### config.mk
export PLATFORM = sky130hd
export DESIGN_NAME = ospfb_phase_rot_buf
export DESIGN_NICKNAME = d
export VERILOG_FILES = /design/src/rtl/alpaca_ospfb_utils_pkg.sv /design/src/rtl/sdp_ram.sv /design/src/rtl/ospfb_phase_rot_buf.sv
export SDC_FILE = /design/constraint.sdc
export NUM_CORES = 2
export LEC_CHECK = 0
export ABC_CLOCK_PERIOD_IN_PS = 4000
export CORE_MARGIN = 3
export CORE_UTILIZATION = 35
export CTS_CLUSTER_DIAMETER = 100
export DETAILED_ROUTE_END_ITERATION = 10
export PLACE_DENSITY = 0.5
export SLEW_MARGIN = 25
export SYNTH_ARGS = -nofsm -noshare
export SYNTH_HDL_FRONTEND = slang
export SYNTH_SLANG_ARGS = --single-unit
export TNS_END_PERCENT = 50
### constraint.sdc
create_clock -name clk -period 4 [get_ports clk]
set_clock_uncertainty 0.1 [all_clocks]
set_input_delay 0.8 -clock clk [delete_from_list [all_inputs] [get_ports clk]]
set_output_delay 0.8 -clock clk [all_outputs]
set_load 0.1 [all_outputs]
### src/rtl/alpaca_ospfb_utils_pkg.sv
// Shared defaults, sample type and read-FSM state encoding for the OSPFB
// phase-rotation frame buffer.
package alpaca_ospfb_utils_pkg;

    localparam int FFT_LEN_DEF = 64;
    localparam int DEC_FAC_DEF = 48;
    localparam int WIDTH_DEF   = 16;

    typedef logic [WIDTH_DEF-1:0] sample_t;

    typedef enum logic {
        IDLE = 1'b0,
        READ = 1'b1
    } rd_state_e;

endpackage

### src/rtl/sdp_ram.sv
// Simple dual-port RAM: one write port, one registered read port whose
// output register clears on reset and holds when no read is issued.
module sdp_ram #(
    parameter int DEPTH = 128,
    parameter int WIDTH = 16,
    localparam int AW   = $clog2(DEPTH)
) (
    input  logic             clk_i,
    input  logic             rst_n_i,
    input  logic             we_i,
    input  logic [AW-1:0]    waddr_i,
    input  logic [WIDTH-1:0] wdata_i,
    input  logic             re_i,
    input  logic [AW-1:0]    raddr_i,
    output logic [WIDTH-1:0] rdata_o
);

    logic [WIDTH-1:0] mem_q [DEPTH];

    always_ff @(posedge clk_i) begin
        if (we_i) mem_q[waddr_i] <= wdata_i;
    end

    always_ff @(posedge clk_i) begin
        if (!rst_n_i)  rdata_o <= '0;
        else if (re_i) rdata_o <= mem_q[raddr_i];
    end

endmodule

### src/rtl/ospfb_phase_rot_buf.sv
// Ping-pong frame buffer whose read-out start rotates by FFT_LEN-DEC_FAC per
// frame; define OSPFB_PHASE_ROT_EN to enable rotation, otherwise natural order.
module ospfb_phase_rot_buf
    import alpaca_ospfb_utils_pkg::*;
#(
    parameter int FFT_LEN = FFT_LEN_DEF,
    parameter int DEC_FAC = DEC_FAC_DEF,
    parameter int WIDTH   = WIDTH_DEF
) (
    input  logic             clk,
    input  logic             rst,
    input  logic             en,
    input  logic [WIDTH-1:0] din,
    output logic [WIDTH-1:0] dout,
    output logic             valid,
    input  logic             ready,
    output logic             sop,
    output logic             overflow
);

    localparam int AW = $clog2(FFT_LEN);
    localparam logic [AW-1:0] LAST = AW'(FFT_LEN - 1);

    if ((FFT_LEN & (FFT_LEN - 1)) != 0 || FFT_LEN < 4 || DEC_FAC < 1 || DEC_FAC > FFT_LEN) begin : g_bad_cfg
        $error("ospfb_phase_rot_buf: invalid FFT_LEN/DEC_FAC");
    end

    logic            wr_bank_q, wr_bank_d;
    logic [AW-1:0]   wr_addr_q, wr_addr_d;
    logic [1:0]      full_q, full_d;
    logic            ovf_q, ovf_d;
    rd_state_e       state_q, state_d;
    logic            rd_bank_q, rd_bank_d;
    logic [AW-1:0]   rd_addr_q, rd_addr_d;
    logic [AW-1:0]   rd_cnt_q, rd_cnt_d;
    logic            valid_q, valid_d;
    logic            sop_q, sop_d;
    logic [AW-1:0]   shift_cur, shift_nx;
    logic            issue, rel, blocked, we;

`ifdef OSPFB_PHASE_ROT_EN
    localparam logic [AW-1:0] STEP = AW'(FFT_LEN - DEC_FAC);
    logic [AW-1:0] shift_q;

    // AW-bit wrap gives the mod-M advance for free.
    assign shift_cur = shift_q;
    assign shift_nx  = shift_q + STEP;

    always_ff @(posedge clk) begin
        if (!rst)     shift_q <= '0;
        else if (rel) shift_q <= shift_nx;
    end
`else
    assign shift_cur = '0;
    assign shift_nx  = '0;
`endif

    // Write side; a bank released this cycle is immediately writable again.
    always_comb begin
        issue = (state_q == READ) && (!valid_q || ready);
        rel   = issue && (rd_cnt_q == LAST);
        full_d = full_q;
        if (rel) full_d[rd_bank_q] = 1'b0;
        blocked   = full_d[wr_bank_q] && (wr_addr_q == '0);
        we        = en && !blocked;
        wr_bank_d = wr_bank_q;
        wr_addr_d = wr_addr_q;
        ovf_d     = ovf_q | (en && blocked);
        if (we) begin
            wr_addr_d = wr_addr_q + 1'b1;
            if (wr_addr_q == LAST) begin
                full_d[wr_bank_q] = 1'b1;
                wr_bank_d         = ~wr_bank_q;
            end
        end
    end

    always_comb begin
        state_d   = state_q;
        rd_bank_d = rd_bank_q;
        rd_addr_d = rd_addr_q;
        rd_cnt_d  = rd_cnt_q;
        valid_d   = valid_q;
        sop_d     = sop_q;
        case (state_q)
            IDLE: begin
                if (full_q[rd_bank_q]) begin
                    state_d   = READ;
                    rd_cnt_d  = '0;
                    rd_addr_d = shift_cur;
                end
            end
            READ: begin
                if (issue) begin
                    rd_addr_d = rd_addr_q + 1'b1;
                    rd_cnt_d  = rd_cnt_q + 1'b1;
                end
                // Chain straight into the other bank to avoid a bubble.
                if (rel) begin
                    rd_bank_d = ~rd_bank_q;
                    rd_cnt_d  = '0;
                    rd_addr_d = shift_nx;
                    state_d   = full_q[~rd_bank_q] ? READ : IDLE;
                end
            end
            default: state_d = IDLE;
        endcase
        if (issue) begin
            valid_d = 1'b1;
            sop_d   = (rd_cnt_q == '0);
        end else if (ready) begin
            valid_d = 1'b0;
            sop_d   = 1'b0;
        end
    end

    always_ff @(posedge clk) begin
        if (!rst) begin
            wr_bank_q <= 1'b0;
            wr_addr_q <= '0;
            full_q    <= 2'b00;
            ovf_q     <= 1'b0;
            state_q   <= IDLE;
            rd_bank_q <= 1'b0;
            rd_addr_q <= '0;
            rd_cnt_q  <= '0;
            valid_q   <= 1'b0;
            sop_q     <= 1'b0;
        end else begin
            wr_bank_q <= wr_bank_d;
            wr_addr_q <= wr_addr_d;
            full_q    <= full_d;
            ovf_q     <= ovf_d;
            state_q   <= state_d;
            rd_bank_q <= rd_bank_d;
            rd_addr_q <= rd_addr_d;
            rd_cnt_q  <= rd_cnt_d;
            valid_q   <= valid_d;
            sop_q     <= sop_d;
        end
    end

    sdp_ram #(
        .DEPTH (2 * FFT_LEN),
        .WIDTH (WIDTH)
    ) u_ram (
        .clk_i   (clk),
        .rst_n_i (rst),
        .we_i    (we),
        .waddr_i ({wr_bank_q, wr_addr_q}),
        .wdata_i (din),
        .re_i    (issue),
        .raddr_i ({rd_bank_q, rd_addr_q}),
        .rdata_o (dout)
    );

    assign valid    = valid_q;
    assign sop      = sop_q;
    assign overflow = ovf_q;

endmodule

# --- Yosys cells after proc, flatten, opt, wreduce, memory -nomap -nowiden ---
# Memory sizes are Yosys's and may differ from the RTL's. A register that Yosys moved wholly into a read port is not among the register bits.
# Cells that the tools add are included.
word_totals:
  regBits: 26
  mem_bits_rw: 2048
  input_bits: 20
  out_inout_bits: 19
  word_cells: 76
  n_memories: 1
memory_table:
  columns: ["memory", "words", "width", "read_ports", "rd_clocked_by_memory_dff", "wr", "line_no", "rtl"]
  rows:
  - ["u_ram.mem_q", 128, 16, 1, 1, 1, "sdp_ram.sv:18", "logic [WIDTH-1:0] mem_q [DEPTH];"]
classes:
  addsub: 3
  n_lt_le_gt_ge: 5
  n_eq_ne: 4
  n_mux: 29
  n_bitwise: 7
  reduce_logical: 17
ops:
  columns: ["cell", "n"]
  rows:
  - ["6-bit two-way mux", 5]
  - ["6-bit one-hot mux with 2 select lines", 2]
  - ["6-bit by 1-bit adder with 6-bit output, second input constant", 3]
  - ["1-bit two-way mux", 16]
  - ["6-bit equality test, second input constant", 2]
  - ["6-bit logical NOT", 2]
  - ["1-bit logical AND", 7]
  - ["1-bit by 2-bit less-than comparator with 1-bit output, second input constant", 3]
  - ["2-bit two-way mux", 3]
  - ["2-bit AND reduction", 3]
  - ["1-bit logical NOT", 3]
  - ["3-bit by 1-bit != test with 1-bit output, second input constant", 1]
  - ["1-bit NOT", 3]
  - ["2-bit bitwise AND", 1]
  - ["1-bit demux with 1-bit select", 2]
  - ["1-bit greater-or-equal comparator, second input constant", 2]
  - ["2-bit != test, second input constant", 1]
  - ["2-bit NOT", 1]
  - ["2-bit OR", 1]
  - ["1-bit one-hot mux with 2 select lines", 1]
  - ["2-bit nonzero test", 1]
  - ["1-bit logical OR", 1]
  - ["1-bit OR", 1]

# --- Longest topological paths before layout ---
logic_depth:
  depth_word: 14
  depth_mapped: 12
  depth_no_buf: 7

# --- Hierarchy ---
# A second synthesis with hierarchy kept.
hier_totals:
  cells_unflattened: 3823
  area_unflattened_um2: 81039.0
modules_own_cells:
  columns: ["module", "instances", "cells_per_inst", "area_each_um2", "seq_area_each_um2"]
  rows:
  - ["sdp_ram", 1, 3683, 79737.7, 61819.3]
  - ["ospfb_phase_rot_buf", 1, 140, 1301.2, 520.5]

# --- Worst setup path before layout ---
# Ideal clock, no wire load.
synth_timing:
  path_type: "in2reg"
  start: "input port ready"
  end: "memory u_ram.mem_q[99][0] (enable)"
  setup_ns: 0.389
  arrival_time_ns: 2.851
  required_ns: 3.511
  setup_slack_ns: 0.661
  path_stages: 7
  path_buffers: 1
  path_cell_list: "nand2b_1 -> and4_1 -> a21oi_1 -> o2111ai_2 -> nand4_1 -> clkbuf_1 -> nor2_1"
synth_between:
  elab_chain_cells: 11
synth_lines:
  columns: ["item", "line_no", "rtl"]
  rows:
  - ["start: declaration", "ospfb_phase_rot_buf.sv:16", "input logic ready,"]
  - ["1-bit logical OR", "ospfb_phase_rot_buf.sv:60", "issue = (state_q == READ) && (!valid_q || ready);"]
  - ["1-bit logical AND", "ospfb_phase_rot_buf.sv:60", null]
  - ["1-bit logical AND", "ospfb_phase_rot_buf.sv:61", "rel = issue && (rd_cnt_q == LAST);"]
  - ["2-bit two-way mux", "ospfb_phase_rot_buf.sv:63", "if (rel) full_d[rd_bank_q] = 1'b0;"]
  - ["1-bit two-way mux (not written as such) (2 in series)", "ospfb_phase_rot_buf.sv:64", "blocked = full_d[wr_bank_q] && (wr_addr_q == '0);"]
  - ["1-bit logical AND", "ospfb_phase_rot_buf.sv:64", null]
  - ["1-bit logical NOT", "ospfb_phase_rot_buf.sv:65", "we = en && !blocked;"]
  - ["1-bit logical AND", "ospfb_phase_rot_buf.sv:65", null]
  - ["1-bit two-way mux", "sdp_ram.sv:21", "if (we_i) mem_q[waddr_i] <= wdata_i;"]
  - ["1-bit two-way mux (not written as such)", "sdp_ram.sv:21", null]
  - ["end: declaration", "sdp_ram.sv:18", null]
# Every way passes these cells. The select of a mux whose other input is x is not followed.

==> run summary <==
The run finished with clean final reports. The number of hold violations in the final report came out at 0. The number of violations of the max-capacitance limit is 0.

The largest fanout on the critical path came out at 17. Of the total power, the clock network draws 44.2%. By area the synthesized netlist is led by sky130_fd_sc_hd__edfxtp_1 (76%), sky130_fd_sc_hd__mux4_2 (13%), sky130_fd_sc_hd__mux2i_1 (2.5%).

The combinational share of power came out at 1.5%. The final number of max-transition violations was 0. The number of design-rule violations left by the first detailed-router iteration came out at 4630. The final clock period utilization by the worst path is 92.85%. The finished cells cover 94110 um^2. After synthesis the cells add up to 80780 um^2. The via count of the first global-routing pass came out at 40810.

The maximum vdd drop is 0.3643 mV. The synthesis-to-finish area growth came out at 16.50%. The wire length of the first global-routing pass is 331100 um. The leakage power of the design came out at 28.61 nW. The actual slew at the worst max-slew pin is 1.007 ns. The number of nets with antenna violations after detailed routing is 0. The maximum level of the CTS H-tree came out at 4. For this run, the slowest stage of the critical path takes 0.77 ns. The internal power of the cells came out at 35.32 mW.

The count of flip-flops with a built-in enable after synthesis is 2048. The ratio of total power to cell area came out at 471.4 nW/um^2. The final core utilization came out at 41.21%. The number of flip-flops and latches in the synthesized netlist is 2090. The area of the core is 228400 um^2.

The average instance area after synthesis came out at 21.29 um^2. The number of primary I/O pins is 39. The post-synthesis sequential area ratio came out at 77.17%. The part of the total power dissipated in sequential elements came out at 54.2%. The count of cells in the finished layout, fillers not included, comes to 7407. The type of the most critical hold path is primary input to flip-flop. The gate count of the mapped netlist is 3795.

The initial antenna violation count came out at 15. Ranked by instance count, the synthesized netlist is headed by sky130_fd_sc_hd__edfxtp_1 (2048), sky130_fd_sc_hd__mux4_2 (453), sky130_fd_sc_hd__mux2i_1 (201), sky130_fd_sc_hd__nor2_1 (187), sky130_fd_sc_hd__nand2_1 (105). The total cell area at the placement stage is 87240 um^2. The worst setup path is of the flip-flop to flip-flop kind.

After clock tree synthesis, the setup repair step added 0 buffers. The share of layout cells above drive strength 1 came out at 29.44%. The setup violation total in the final timing report is 0. The clock period could shrink to 3.714 ns.

The effective utilization at floorplan is 35.37%. The total wire length came out at 238000 um. The clock edge transition at the registers on the reported setup and hold paths is 0.06 ns. The critical path goes through buf_12, buf_4, mux4_2, a22o_1, a211oi_1, buf_4, a21oi_1, a2111oi_0, nor3_1. The number of placement rows came out at 175.

After detailed routing, the average wire length per cell comes to 32.13 um. The iteration count of the initial detailed-routing pass came out at 5. The number of distinct standard cells referenced by the synthesized netlist came out at 60. The post-synthesis async set-or-reset flop share came out at 0%. The die covers 236600 um^2. The detailed-route via count came out at 40740. The kind of cell with the highest combined delay along the critical path is compound AO/OA/AOI/OAI gates.

At the end of routability-driven placement, the weighted congestion stood at 0.8986. The cell type of the slowest stage on the worst timing path is sky130_fd_sc_hd__a2111oi_0. Setup repair after global routing left no endpoint under its margin. The kind of capture point of the worst setup path is a flip-flop. In this run the clock root is driven by a sky130_fd_sc_hd__clkbuf_16. The number of hold-repair buffers added at the cts stage is 0.

The required time of the worst setup path came out at 4.60 ns. The largest buffer count on any clock path is 3. The count of buffer and inverter cells on the critical path is 3. The normalized max-slew margin came out at 32.19%. TritonCTS created 216 clock buffers.

The clock reaches the later pin of the worst-skew pair after 0.85 ns. The count of input and output buffers is 38. The maximum number of pins on one net before global-route repair is 129. The critical path arrival came out at 4.32 ns. Among all flip-flop cells after synthesis, the most frequent one is sky130_fd_sc_hd__edfxtp_1. The die is 486.4 um tall. The summed negative setup slack over all endpoints is 0 ns. The total power consumption of the routed design came out at 44.36 mW.

The warning count from the yosys run came out at 0. The switching component of the power came out at 9.037 mW. The most common cell in the synthesized netlist is sky130_fd_sc_hd__edfxtp_1. TritonCTS built the clock tree. Summed over all instances, the cell type with the most area after synthesis is sky130_fd_sc_hd__edfxtp_1. The clock sink count is 2090. In this design, the critical path's most frequently occurring cell is sky130_fd_sc_hd__buf_4. The maximum operating frequency came out at 269.3 MHz. The horizontal die dimension came out at 486.4 um. The startpoint class of the critical path is a flip-flop. The global-route congestion overflow total came out at 0.

The number of gates resized after CTS is 0. At the end of the flow, the number of nets in the layout was 4237. After detailed routing, the number of remaining DRC violations is 0.

The overall fraction of global-route tracks in use came out at 19.93%. The number of nets in the synthesized netlist is 3820. The count of filler cells inserted in the layout came out at 20040. The via-per-instance ratio is 5.500. The top-area cell type share of the netlist area is 76.13%.

After legalization and detailed placement, the total HPWL measured 152300 um. The number of cells after detailed placement came out at 7003. The switching share of power is 20.37%.
-- worst reg2reg max path, cell delays in order, from the launching register on --
cell                        delay, ns
sky130_fd_sc_hd__dfxtp_4         0.63
sky130_fd_sc_hd__buf_12          0.29
sky130_fd_sc_hd__buf_4           0.27
sky130_fd_sc_hd__mux4_2          0.51
sky130_fd_sc_hd__a22o_1          0.27
sky130_fd_sc_hd__a211oi_1        0.29
sky130_fd_sc_hd__buf_4           0.24
sky130_fd_sc_hd__a21oi_1         0.11
sky130_fd_sc_hd__a2111oi_0       0.77
sky130_fd_sc_hd__nor3_1          0.09
-- metrics by stage --
stage,hold WS (ns),setup slack [ns]
2_1_floorplan,0.3788,0.6605
3_3_place_gp,0.4070,0.2407
3_5_place_dp,0.4165,0.2044
4_1_cts,0.1870,0.3069
5_1_grt,0.2185,0.1647
6_report,0.2500,0.2862
-- final timing paths --
path,startpoint,end,slack [ns],cells past startpoint
setup / recovery,rd_addr_q[0],u_ram.rdata_o[13],0.29,9
hold / removal,din[9],u_ram.mem_q[69][9],0.25,1
setup reg to reg,rd_addr_q[0],u_ram.rdata_o[13],0.29,9
hold reg to reg,rd_cnt_q[2],rd_cnt_q[2],0.43,2
-- cells by family after synthesis --
logic type               count (synthesis)  share of synthesized area (%)
AO/OA/AOI/OAI                          359                          3.172
flip-flops                            2090                          77.17
adder cells (fa/ha/maj)                  5                        0.07744
multiplexers                           683                          15.52
AND/OR/NAND/NOR                        421                          2.317
buffers and inverters                  228                          1.640
XOR/XNOR                                 9                        0.09757
-- metal layers --
layer	share of wire (%)	GRT usage [%]	up-vias
met5	0.011	0	-
met4	3.1	6.153	4
met3	7.3	4.402	336
met2	46	30.80	1519
met1	43	28.25	22070
li1	-	-	16810
-- cell type report --
class,instances,area (um^2),area share (%)
Clock inverter,131,1217,1.294
Sequential cell,2090,62360,66.26
Tap cell,3009,3765,4.000
Inverter,11,42.54,0.04520
Clock buffer,267,5639,5.992
Timing Repair Buffer,416,3736,3.970
Multi-Input combinational cell,1477,17340,18.42
Antenna cell,6,15.01,0.01595
-- flip-flops by register name, indices dropped and copies added (netlist names) --
register       flops
rd_cnt_q           6
u_ram.mem_q     2048
rd_addr_q          6
full_q             2
u_ram.rdata_o     16
wr_bank_q          1
valid              1
wr_addr_q          6
state_q            1
overflow           1
sop                1
rd_bank_q          1
-- power by group through the flow --
stage               registers [mW]  logic (mW)  clock network (mW)
floorplan                     24.5      0.0739                   0
global placement              24.5       0.682                   0
detailed placement            24.5       0.694                   0
CTS                           24.1       0.694                20.1
global route                  24.0       0.719                21.0
finish                        24.1       0.684                19.6
-- cell usage in the layout, fill, tap and decap left out, types with 8 or more instances in the layout --
master and count:
sky130_fd_sc_hd__nor2_1 119, sky130_fd_sc_hd__nand4_1 11, sky130_fd_sc_hd__o221ai_1 42, sky130_fd_sc_hd__a22oi_1 37, sky130_fd_sc_hd__dfxtp_1 36, sky130_fd_sc_hd__mux2_2 29, sky130_fd_sc_hd__clkbuf_1 49, sky130_fd_sc_hd__bufinv_16 18
sky130_fd_sc_hd__buf_12 48, sky130_fd_sc_hd__a211oi_1 25, sky130_fd_sc_hd__clkinv_1 41, sky130_fd_sc_hd__nand2_1 105, sky130_fd_sc_hd__buf_4 361, sky130_fd_sc_hd__clkinv_2 54, sky130_fd_sc_hd__edfxtp_1 2048, sky130_fd_sc_hd__mux2i_1 201
sky130_fd_sc_hd__and3_1 8, sky130_fd_sc_hd__o21ai_0 40, sky130_fd_sc_hd__a2111oi_0 15, sky130_fd_sc_hd__a221oi_1 26, sky130_fd_sc_hd__clkbuf_16 218, sky130_fd_sc_hd__nor2b_1 18, sky130_fd_sc_hd__o22ai_1 30, sky130_fd_sc_hd__a221o_1 8
sky130_fd_sc_hd__and2_1 10, sky130_fd_sc_hd__mux4_2 453, sky130_fd_sc_hd__clkinvlp_4 8, sky130_fd_sc_hd__nand3_1 23, sky130_fd_sc_hd__nor3_1 15, sky130_fd_sc_hd__a21oi_1 74, sky130_fd_sc_hd__nor4_1 12, sky130_fd_sc_hd__nor2_2 68
No activity file was read; power rests on OpenSTA's default activity.
